[src/rtl/lsu_req_buffer_if.sv]
// Request/control bundle between an LSU request source and the
// lsu_req_buffer. The buffer sits on the slave side.
interface lsu_req_buffer_if #(
  parameter int DATA_WIDTH = 64,
  parameter int DEPTH      = 2
);
  localparam int UW = $clog2(DEPTH + 1);

  logic                  flush_i;
  logic [DATA_WIDTH-1:0] req_i;
  logic                  req_valid_i;
  logic                  pop_ld_i;
  logic                  pop_st_i;
  logic [DATA_WIDTH-1:0] ctrl_o;
  logic                  ctrl_valid_o;
  logic                  ready_o;
  logic [UW-1:0]         usage_o;
  logic                  overflow_o;

  modport slave (
    input  flush_i, req_i, req_valid_i, pop_ld_i, pop_st_i,
    output ctrl_o, ctrl_valid_o, ready_o, usage_o, overflow_o
  );

  modport master (
    output flush_i, req_i, req_valid_i, pop_ld_i, pop_st_i,
    input  ctrl_o, ctrl_valid_o, ready_o, usage_o, overflow_o
  );
endinterface

[src/rtl/lsu_req_buffer.sv]
// Small circular request buffer in front of the load/store units.
// Up to two entries can leave per cycle (one per consumer). When empty the
// incoming request is bypassed straight to the consumers with no latency.
module lsu_req_buffer #(
  parameter int DATA_WIDTH = 64,
  parameter int DEPTH      = 2,
  parameter int READY_MODE = 0
) (
  input  logic            clk_i,
  input  logic            rst_ni,
  lsu_req_buffer_if.slave bus
);
  localparam int CW = $clog2(DEPTH + 1);
  localparam int PW = $clog2(DEPTH);
  localparam logic [CW-1:0] FULL_CNT = CW'(DEPTH);
  localparam logic [PW:0]   DEPTH_W  = (PW + 1)'(DEPTH);

  logic [DATA_WIDTH-1:0] r_mem [DEPTH];
  logic [PW-1:0]         r_wptr;
  logic [PW-1:0]         r_rptr;
  logic [CW-1:0]         r_count;
  logic                  r_overflow;

  logic          w_empty;
  logic          w_full;
  logic [1:0]    w_npop;
  logic [CW:0]   w_avail;
  logic [1:0]    w_eff_pop;
  logic          w_push_drop;
  logic          w_push_ok;
  logic [CW-1:0] w_count_next;
  logic [PW:0]   w_wsum;
  logic [PW:0]   w_rsum;
  logic [PW-1:0] w_wptr_next;
  logic [PW-1:0] w_rptr_next;

  assign w_empty = (r_count == '0);
  assign w_full  = (r_count == FULL_CNT);

  // Pops can only consume what exists this cycle, including a same-cycle
  // push; anything beyond that is ignored.
  assign w_npop    = {1'b0, bus.pop_ld_i} + {1'b0, bus.pop_st_i};
  assign w_avail   = {1'b0, r_count} + (CW + 1)'(bus.req_valid_i);
  assign w_eff_pop = ((CW + 1)'(w_npop) > w_avail) ? w_avail[1:0] : w_npop;

  // A push into a full buffer is only lost when nothing leaves that cycle.
  assign w_push_drop = bus.req_valid_i && w_full && (w_eff_pop == 2'd0);
  assign w_push_ok   = bus.req_valid_i && !w_push_drop;

  assign w_count_next = r_count + CW'(w_push_ok) - CW'(w_eff_pop);

  // Pointers advance by at most DEPTH, so one conditional subtract wraps them.
  assign w_wsum      = {1'b0, r_wptr} + (PW + 1)'(w_push_ok);
  assign w_rsum      = {1'b0, r_rptr} + (PW + 1)'(w_eff_pop);
  assign w_wptr_next = (w_wsum >= DEPTH_W) ? PW'(w_wsum - DEPTH_W) : w_wsum[PW-1:0];
  assign w_rptr_next = (w_rsum >= DEPTH_W) ? PW'(w_rsum - DEPTH_W) : w_rsum[PW-1:0];

  // Occupancy, pointers and sticky overflow; flush wins over push/pop.
  always_ff @(posedge clk_i or negedge rst_ni) begin
    if (!rst_ni) begin
      r_count    <= '0;
      r_wptr     <= '0;
      r_rptr     <= '0;
      r_overflow <= 1'b0;
    end else if (bus.flush_i) begin
      r_count    <= '0;
      r_wptr     <= '0;
      r_rptr     <= '0;
      r_overflow <= 1'b0;
    end else begin
      r_count <= w_count_next;
      r_wptr  <= w_wptr_next;
      r_rptr  <= w_rptr_next;
      if (w_push_drop) begin
        r_overflow <= 1'b1;
      end
    end
  end

  // Entry storage: cleared on reset/flush, written at wptr on an accepted push.
  always_ff @(posedge clk_i or negedge rst_ni) begin
    if (!rst_ni) begin
      for (int i = 0; i < DEPTH; i++) begin
        r_mem[i] <= '0;
      end
    end else if (bus.flush_i) begin
      for (int i = 0; i < DEPTH; i++) begin
        r_mem[i] <= '0;
      end
    end else begin
      for (int i = 0; i < DEPTH; i++) begin
        if (w_push_ok && (r_wptr == PW'(i))) begin
          r_mem[i] <= bus.req_i;
        end
      end
    end
  end

  assign bus.ctrl_o       = w_empty ? bus.req_i : r_mem[r_rptr];
  assign bus.ctrl_valid_o = w_empty ? bus.req_valid_i : 1'b1;
  assign bus.ready_o      = (READY_MODE != 0) ? !w_full : w_empty;
  assign bus.usage_o      = r_count;
  assign bus.overflow_o   = r_overflow;
endmodule
[src/flat_wrapper.sv]
// flat-port wrapper written by rule: the top's interface ports become plain ports
module lsu_req_buffer_flat 
#(
  parameter int DATA_WIDTH = 64,
  parameter int DEPTH      = 2,
  parameter int READY_MODE = 0
)
  (clk_i, rst_ni, bus_flush_i, bus_req_i, bus_req_valid_i, bus_pop_ld_i, bus_pop_st_i, bus_ctrl_o, bus_ctrl_valid_o, bus_ready_o, bus_usage_o, bus_overflow_o);
  lsu_req_buffer_if #(.DATA_WIDTH(DATA_WIDTH), .DEPTH(DEPTH)) bus_i ();
  input  logic clk_i;
  input  logic rst_ni;
  input wire logic [$bits(bus_i.flush_i)-1:0] bus_flush_i;
  input wire logic [$bits(bus_i.req_i)-1:0] bus_req_i;
  input wire logic [$bits(bus_i.req_valid_i)-1:0] bus_req_valid_i;
  input wire logic [$bits(bus_i.pop_ld_i)-1:0] bus_pop_ld_i;
  input wire logic [$bits(bus_i.pop_st_i)-1:0] bus_pop_st_i;
  output wire logic [$bits(bus_i.ctrl_o)-1:0] bus_ctrl_o;
  output wire logic [$bits(bus_i.ctrl_valid_o)-1:0] bus_ctrl_valid_o;
  output wire logic [$bits(bus_i.ready_o)-1:0] bus_ready_o;
  output wire logic [$bits(bus_i.usage_o)-1:0] bus_usage_o;
  output wire logic [$bits(bus_i.overflow_o)-1:0] bus_overflow_o;
  assign bus_i.flush_i = bus_flush_i;
  assign bus_i.req_i = bus_req_i;
  assign bus_i.req_valid_i = bus_req_valid_i;
  assign bus_i.pop_ld_i = bus_pop_ld_i;
  assign bus_i.pop_st_i = bus_pop_st_i;
  assign bus_ctrl_o = bus_i.ctrl_o;
  assign bus_ctrl_valid_o = bus_i.ctrl_valid_o;
  assign bus_ready_o = bus_i.ready_o;
  assign bus_usage_o = bus_i.usage_o;
  assign bus_overflow_o = bus_i.overflow_o;
  lsu_req_buffer #(.DATA_WIDTH(DATA_WIDTH), .DEPTH(DEPTH), .READY_MODE(READY_MODE)) u_core (.clk_i(clk_i), .rst_ni(rst_ni), .bus(bus_i));
endmodule
[config.mk]
export PLATFORM = sky130hd
export DESIGN_NAME = lsu_req_buffer_flat
export DESIGN_NICKNAME = d
export VERILOG_FILES = /design/src/rtl/lsu_req_buffer_if.sv /design/src/rtl/lsu_req_buffer.sv /design/src/flat_wrapper.sv
export SDC_FILE = /design/constraint.sdc
export NUM_CORES = 1
export LEC_CHECK = 0
export ABC_AREA = 1
export BUFFER_PORTS_ARGS = -buffer_cell sky130_fd_sc_hd__buf_2
export CAP_MARGIN = 20
export CORE_MARGIN = 2
export CORE_UTILIZATION = 50
export CTS_CLUSTER_DIAMETER = 100
export DETAILED_ROUTE_END_ITERATION = 7
export PLACE_DENSITY = 0.77
export SLEW_MARGIN = 20
export SYNTH_ARGS = -nofsm -noshare
export SYNTH_HDL_FRONTEND = slang
export SYNTH_SLANG_ARGS = --single-unit
[constraint.sdc]
create_clock -name clk_i -period 2.7 [get_ports clk_i]
set_input_delay 0.27 -clock clk_i [delete_from_list [all_inputs] [get_ports clk_i]]
set_output_delay 0.27 -clock clk_i [all_outputs]
set_load 0.005 [all_outputs]
# Yosys cells after proc, flatten, opt, wreduce, memory -nomap -nowiden
# Cells that the tools add are included.
# classes
add_sub_neg	8
order_cmp	4
n_eq_ne	1
muxes	16
bitwise	2
reduce_logical	11
# ops
cell	count
64-bit 2-to-1 mux	6
128-bit 2-to-1 mux	1
1-bit 2-to-1 mux	7
2-bit >= comparator (second input constant)	3
2-bit nonzero test	3
1-bit logical AND	5
1-bit by 1-bit adder with 2-bit output	2
2-bit logical NOT	2
2-bit 2-to-1 mux	2
2-bit by 1-bit adder with 3-bit output	1
2-bit by 3-bit > comparator with 1-bit output	1
1-bit by 2-bit adder with 2-bit output	1
2-bit by 1-bit adder with 2-bit output	1
2-bit equality test (second input constant)	1
1-bit inverter with 2-bit output	1
1-bit subtractor (second input constant)	2
2-bit subtractor	1
1-bit logical NOT	1
1-bit inverter	1
# word_totals
reg_bits	133
input_bits	70
word_cells	48

# Longest topological paths before layout
# logic_depth
depth_word	11
depth_mapped	17

# Least setup slack after synthesis
# Ideal clock, no wire load.
# synth_path
path_type	register -> register
from	register u_core.r_count[0] (netlist: u_core.bus.usage_o[0])
to	register u_core.r_mem[117] (netlist bit)
arrival_ns	2.636
slack_ns	-0.071
path_stages_with_launch	16
path_buffers	1
period_less_slack_ns	2.771
cell_sequence	dfrtp_1 -> ha_1 -> ha_1 -> inv_1 -> ha_1 -> nand2_1 -> nand2_2 -> nand2_1 -> nand2_1 -> nand2_1 -> nand4_1 -> and2_1 -> ha_1 -> inv_2 -> clkbuf_1 -> o21ai_0
# synth_between
elab_chain_len	9
elab_cells_between_ends	11
cone_classes	add/sub (1); order compare (1); eq/ne (1); mux (1); reduce/logical (7)
# synth_lines
element	line	source
start: declaration	lsu_req_buffer.sv:21	logic [CW-1:0] r_count;
start signal: assignment	lsu_req_buffer.sv:71	r_count <= w_count_next;
2-bit by 1-bit adder with 3-bit output	lsu_req_buffer.sv:43	assign w_avail = {1'b0, r_count} + (CW + 1)'(bus.req_valid_i);
2-bit by 3-bit > comparator with 1-bit output	lsu_req_buffer.sv:44	assign w_eff_pop = ((CW + 1)'(w_npop) > w_avail) ? w_avail[1:0] : w_npop;
2-bit 2-to-1 mux	lsu_req_buffer.sv:44	
2-bit logical NOT	lsu_req_buffer.sv:47	assign w_push_drop = bus.req_valid_i && w_full && (w_eff_pop == 2'd0);
1-bit logical AND *	lsu_req_buffer.sv:47	
1-bit logical NOT *	lsu_req_buffer.sv:48	assign w_push_ok = bus.req_valid_i && !w_push_drop;
1-bit logical AND *	lsu_req_buffer.sv:48	
1-bit logical AND *	lsu_req_buffer.sv:92	if (w_push_ok && (r_wptr == PW'(i))) begin
2-bit nonzero test (no source line) *	n/a	
end signal: indexed assignment	lsu_req_buffer.sv:93	r_mem[i] <= bus.req_i;
end: declaration	lsu_req_buffer.sv:18	logic [DATA_WIDTH-1:0] r_mem [DEPTH];
# Mark *: on every way between the ends. The rest lies on a longest branch, timed or not.
# A chain may end at the register's enable or synchronous reset.

# Worst setup path in the final report
# layout_path
from	register u_core.r_count[0] (netlist: u_core.bus.usage_o[0])
to	register u_core.r_mem[47] (netlist bit)
# The elaborated chain is that of the path after synthesis.

==> results.md <==
- The final count of negative-setup-slack endpoints is 41.
- The max-slew violation count is 0.
- The CTS tree is done.
- The met3 layer usage reported by global route is 0.06347.
- Final hold analysis gives a worst-case slack of around 0.12 ns.
- The final hold violation count was 0.
- The utilization after layout is 0.7018.
- The share of the yosys chip area belonging to registers is 0.5112.
- For flop-to-flop paths, the worst setup slack is -0.09 ns.
- The largest vdd supply drop is between 600 and 700 uV.
- The initial antenna violation count was 1.
- The maximum number of pins on one net before global-route repair is a little over 50.
- Along the worst path, the maximum fanout reaches 6.
- The run finished, with violations left.
- Setup repair after global routing could not meet its margin everywhere.
- For the worst-skew pair, the clock arrives at the later sink with an insertion delay of 0.42 ns.
- The number of diodes added for antenna fixing is 0.
- After detailed routing, the number of remaining DRC violations is 0.
- The number of synthesized register bits is between 100 and 150.
- The share of synthesized area in the top cell type comes to 0.5112.
- The critical path data arrival time is between 3 and 4 ns.
- In the synthesized netlist, the number of instances is 825.
- The combined global-route utilization of all metal layers is 0.2649.
- The number of iterations in the first detailed-routing pass is 5.
- The startpoint type of the worst setup path is a flip-flop.
- In this run the power density over the cells is 942.4 nW/um2.
- For met1 alone, demand over resource in global routing was 0.3621.
- The most used routing layer in global routing is met2.
- The global-route wire length before repair is approximately 30 mm.
- Of the total synthesized cell area, the portion taken by XOR and XNOR cells is 0.001345.
- The region available for standard cell placement spans between 10000 and 15000 um2.
- The data required time of the critical path is 3.03 ns.
- The number of nets in the synthesized netlist is approximately 900.
- The type of the setup path with the least slack is reg2reg.
- The layout filler cell count is between 900 and 1000.
- After detailed routing, the total wire length is 20.64 mm.
- The number of different library cells used by synthesis comes to 22.
- For this run, the post-layout net count is around 1100.
- The clock tree synthesis step divided the H-tree into 4 levels.
- The number of global-route vias before repair is a little under 6000.
- Once detail routing completed, the nets flagged for antenna violations numbered 0.
- Of the cells placed in the final design, the portion with a size suffix greater than 1 is 0.3377.
- The count of buffers added on input and output ports is ~140.
- Timing would allow up to about 0.36 GHz.
- The clock slew at the register clock pins of the worst setup and hold paths is roughly 0.060 ns.
- The adder-cell area share of the yosys netlist is 0.01730.
- In this run the horizontal extent of the chip is ~120 um.
- Detailed placement finished with a half-perimeter wire length of 10.84 mm.
- The initial cell density of the core is 0.5138.
- The checks that failed: negative setup slack.
- The mux share of post-synthesis cell area is 0.
- Yosys attributes the largest share of cell area to dfrtp_1 51%, nand2_1 15%, a21oi_1 10%, o21ai_0 7.4%, nor2_1 3.9%.
- The cell row count is roughly 40.
- For this run, the number of Yosys warnings is 0.
- Global routing finished with a remaining overflow of 0.
- The floorplan step defined a die boundary enclosing between 10000 and 15000 um2.
- The endpoint kind of the worst setup timing path is a flip-flop.
- By area, the combinational part of the netlist is dominated by simple AND/OR/NAND/NOR gates.
- At the end of routability-driven placement, the weighted congestion stood at between 0.7 and 0.8.
- The routed wirelength normalized by instance count is about 18 um.
- Headroom to the max-slew limit came out at 0.5482.
- After synthesis, the mean cell area works out to between 7 and 8 um2.
- The synthesized-area fraction occupied by ao, oa, aoi and oai cells is 0.2024.
- Of the total synthesized cell area, the portion taken by AND, OR, NAND and NOR gates is 0.2047.
- The number of CTS-inserted buffers is 17.
- For the pin with the worst max-slew slack, the measured transition is roughly 0.68 ns.
- The clock passes through at most 2 buffers.
- The maximum clock skew at final layout is 0.006060 ns.
- Summed over all instances, the cell type with the most area after synthesis is dfrtp_1.
- The slack of the critical path is -0.09166 ns.
- The synthesis-to-finish area growth is 36.59%.
- Clock tree synthesis selected as its root buffer the cell clkbuf_16.
- In this run the count of I/O pins placed on the die edge is roughly 140.
- The detail-routed via count per cell is roughly 5.7.
- In the global route stage, met2 resource usage came out at 0.4216.
- Counting every sink on the clock net gives ~130.
- In this run the cell area of the synthesized design comes to between 6000 and 7000 um2.
- In the finished design, the share of the clock period the worst path needs comes to 1.034.
- For the finished layout, the period the worst path requires is 2.792 ns.
- Detailed routing inserted a total of 6600 vias.
- The tool flagged a number of max-cap violations equal to 0.
- The initial detailed-routing violation count is between 700 and 800.
- The die is between 100 and 150 um tall.
- The worst hold path belongs to the class in2reg.
- The leakage power of the design is between 4 and 5 nW.
[report_power, final]
| group | internal [mW] | switching, mW | total [mW] |
|---|---|---|---|
| Sequential | 2.19 | 0.179 | 2.37 |
| Clock | 1.24 | 0.883 | 2.12 |
| Combinational | 1.60 | 2.29 | 3.89 |
| Total | 5.03 | 3.35 | 8.38 |
[cell type report]
type | count | area, um2 | share of cell area
sequential | 133 | 3329 | 0.3744
timing repair buffer | 194 | 1556 | 0.1750
multi-input combinational | 615 | 3167 | 0.3561
inverter | 18 | 77.57 | 0.008724
clock inverter | 12 | 80.08 | 0.009005
clock buffer | 20 | 466.7 | 0.05248
tap | 172 | 215.2 | 0.02420
[through the flow]
stage               cell area (um2)  TNS [ns]  std cells  power (mW)  worst slack (ns)
floorplan                      6518    -2.534        825       4.343          -0.07096
global placement               7422  -0.01692       1102       5.616         -0.005928
detailed placement             7422    -9.836       1102       5.668           -0.1185
CTS                            8142         0       1141       7.882           0.02265
global route                   8892    -13.31       1164       8.856           -0.1955
finish                         8892    -2.050       1164       8.380          -0.09166
[critical path, stage by stage (launching register included)]
cell and delay [ns]:
dfrtp_1 0.41, ha_4 0.18, ha_4 0.27, inv_4 0.04
ha_4 0.25, a21oi_4 0.18, nand3b_1 0.12, nand2_2 0.09
nand4_1 0.11, and2_4 0.21, ha_4 0.17, nor2_4 0.21
buf_12 0.18, buf_6 0.13, nand2_1 0.05, o21ai_0 0.09
[metal layers]
| layer | part of all wire | up-vias |
|---|---|---|
| li1 | - | 3031 |
| met1 | 0.41 | 3206 |
| met2 | 0.49 | 322 |
| met3 | 0.076 | 39 |
| met4 | 0.018 | 2 |
| met5 | 0.00039 | - |
[timing repair]
action                                  in CTS  in global routing
hold buffers                                 1                  0
setup buffers                                4                 10
endpoints found under the hold margin       47                  0
resized for setup                           10                173
endpoints found under the setup margin     129                129
cloned                                       2                 14
pin swaps                                    1                 15
[registers in the layout (all words and copies together) (netlist names)]
signal and flops:
u_core.r_mem 128, u_core.bus.usage_o 2, u_core.bus.overflow_o 1, u_core.r_rptr 1, u_core.r_wptr 1
[Yosys cell counts]
cell type and n:
a21oi_1 131, a21oi_4 1, and2_1 1, buf_2 31, buf_4 6, buf_6 8
clkbuf_1 14, dfrtp_1 133, ha_1 9, inv_1 14, inv_2 4, nand2_1 264
nand2_2 1, nand3_1 5, nand3b_1 1, nand4_1 1, nor2_1 67, nor2_4 3
nor3_1 1, o21ai_0 96, o21ai_1 33, xnor2_1 1
[final timing paths]
check,from,end,cells past startpoint
worst min register to register,u_core.r_mem[102],u_core.r_mem[102],2
min in group asynchronous,rst_ni,u_core.r_mem[119],2
worst max-delay path,u_core.bus.usage_o[0],u_core.r_mem[47],15
worst max register to register,u_core.bus.usage_o[0],u_core.r_mem[47],15
max in group asynchronous,rst_ni,u_core.r_rptr,3
worst min-delay path,bus_req_i[29],u_core.r_mem[93],3
[logic make-up (layout without fill, tap and decap cells)]
family	count (synthesis)	count (layout)
adder cells (fa/ha/maj)	9	9
XOR/XNOR	1	1
AO/OA/AOI/OAI	261	261
buffers and inverters	77	244
flip-flops	133	133
AND/OR/NAND/NOR	344	344
[placed cells by master, fill, tap and decap left out, drive strengths merged, types with 6 or more instances in the layout]
cell / n
nor2: 70
buf: 181
dfrtp: 133
ha: 9
o21ai: 129
a21oi: 132
clkbuf: 32
inv: 19
nand2: 265
clkinv: 6
(Power assumes the default switching activity.)
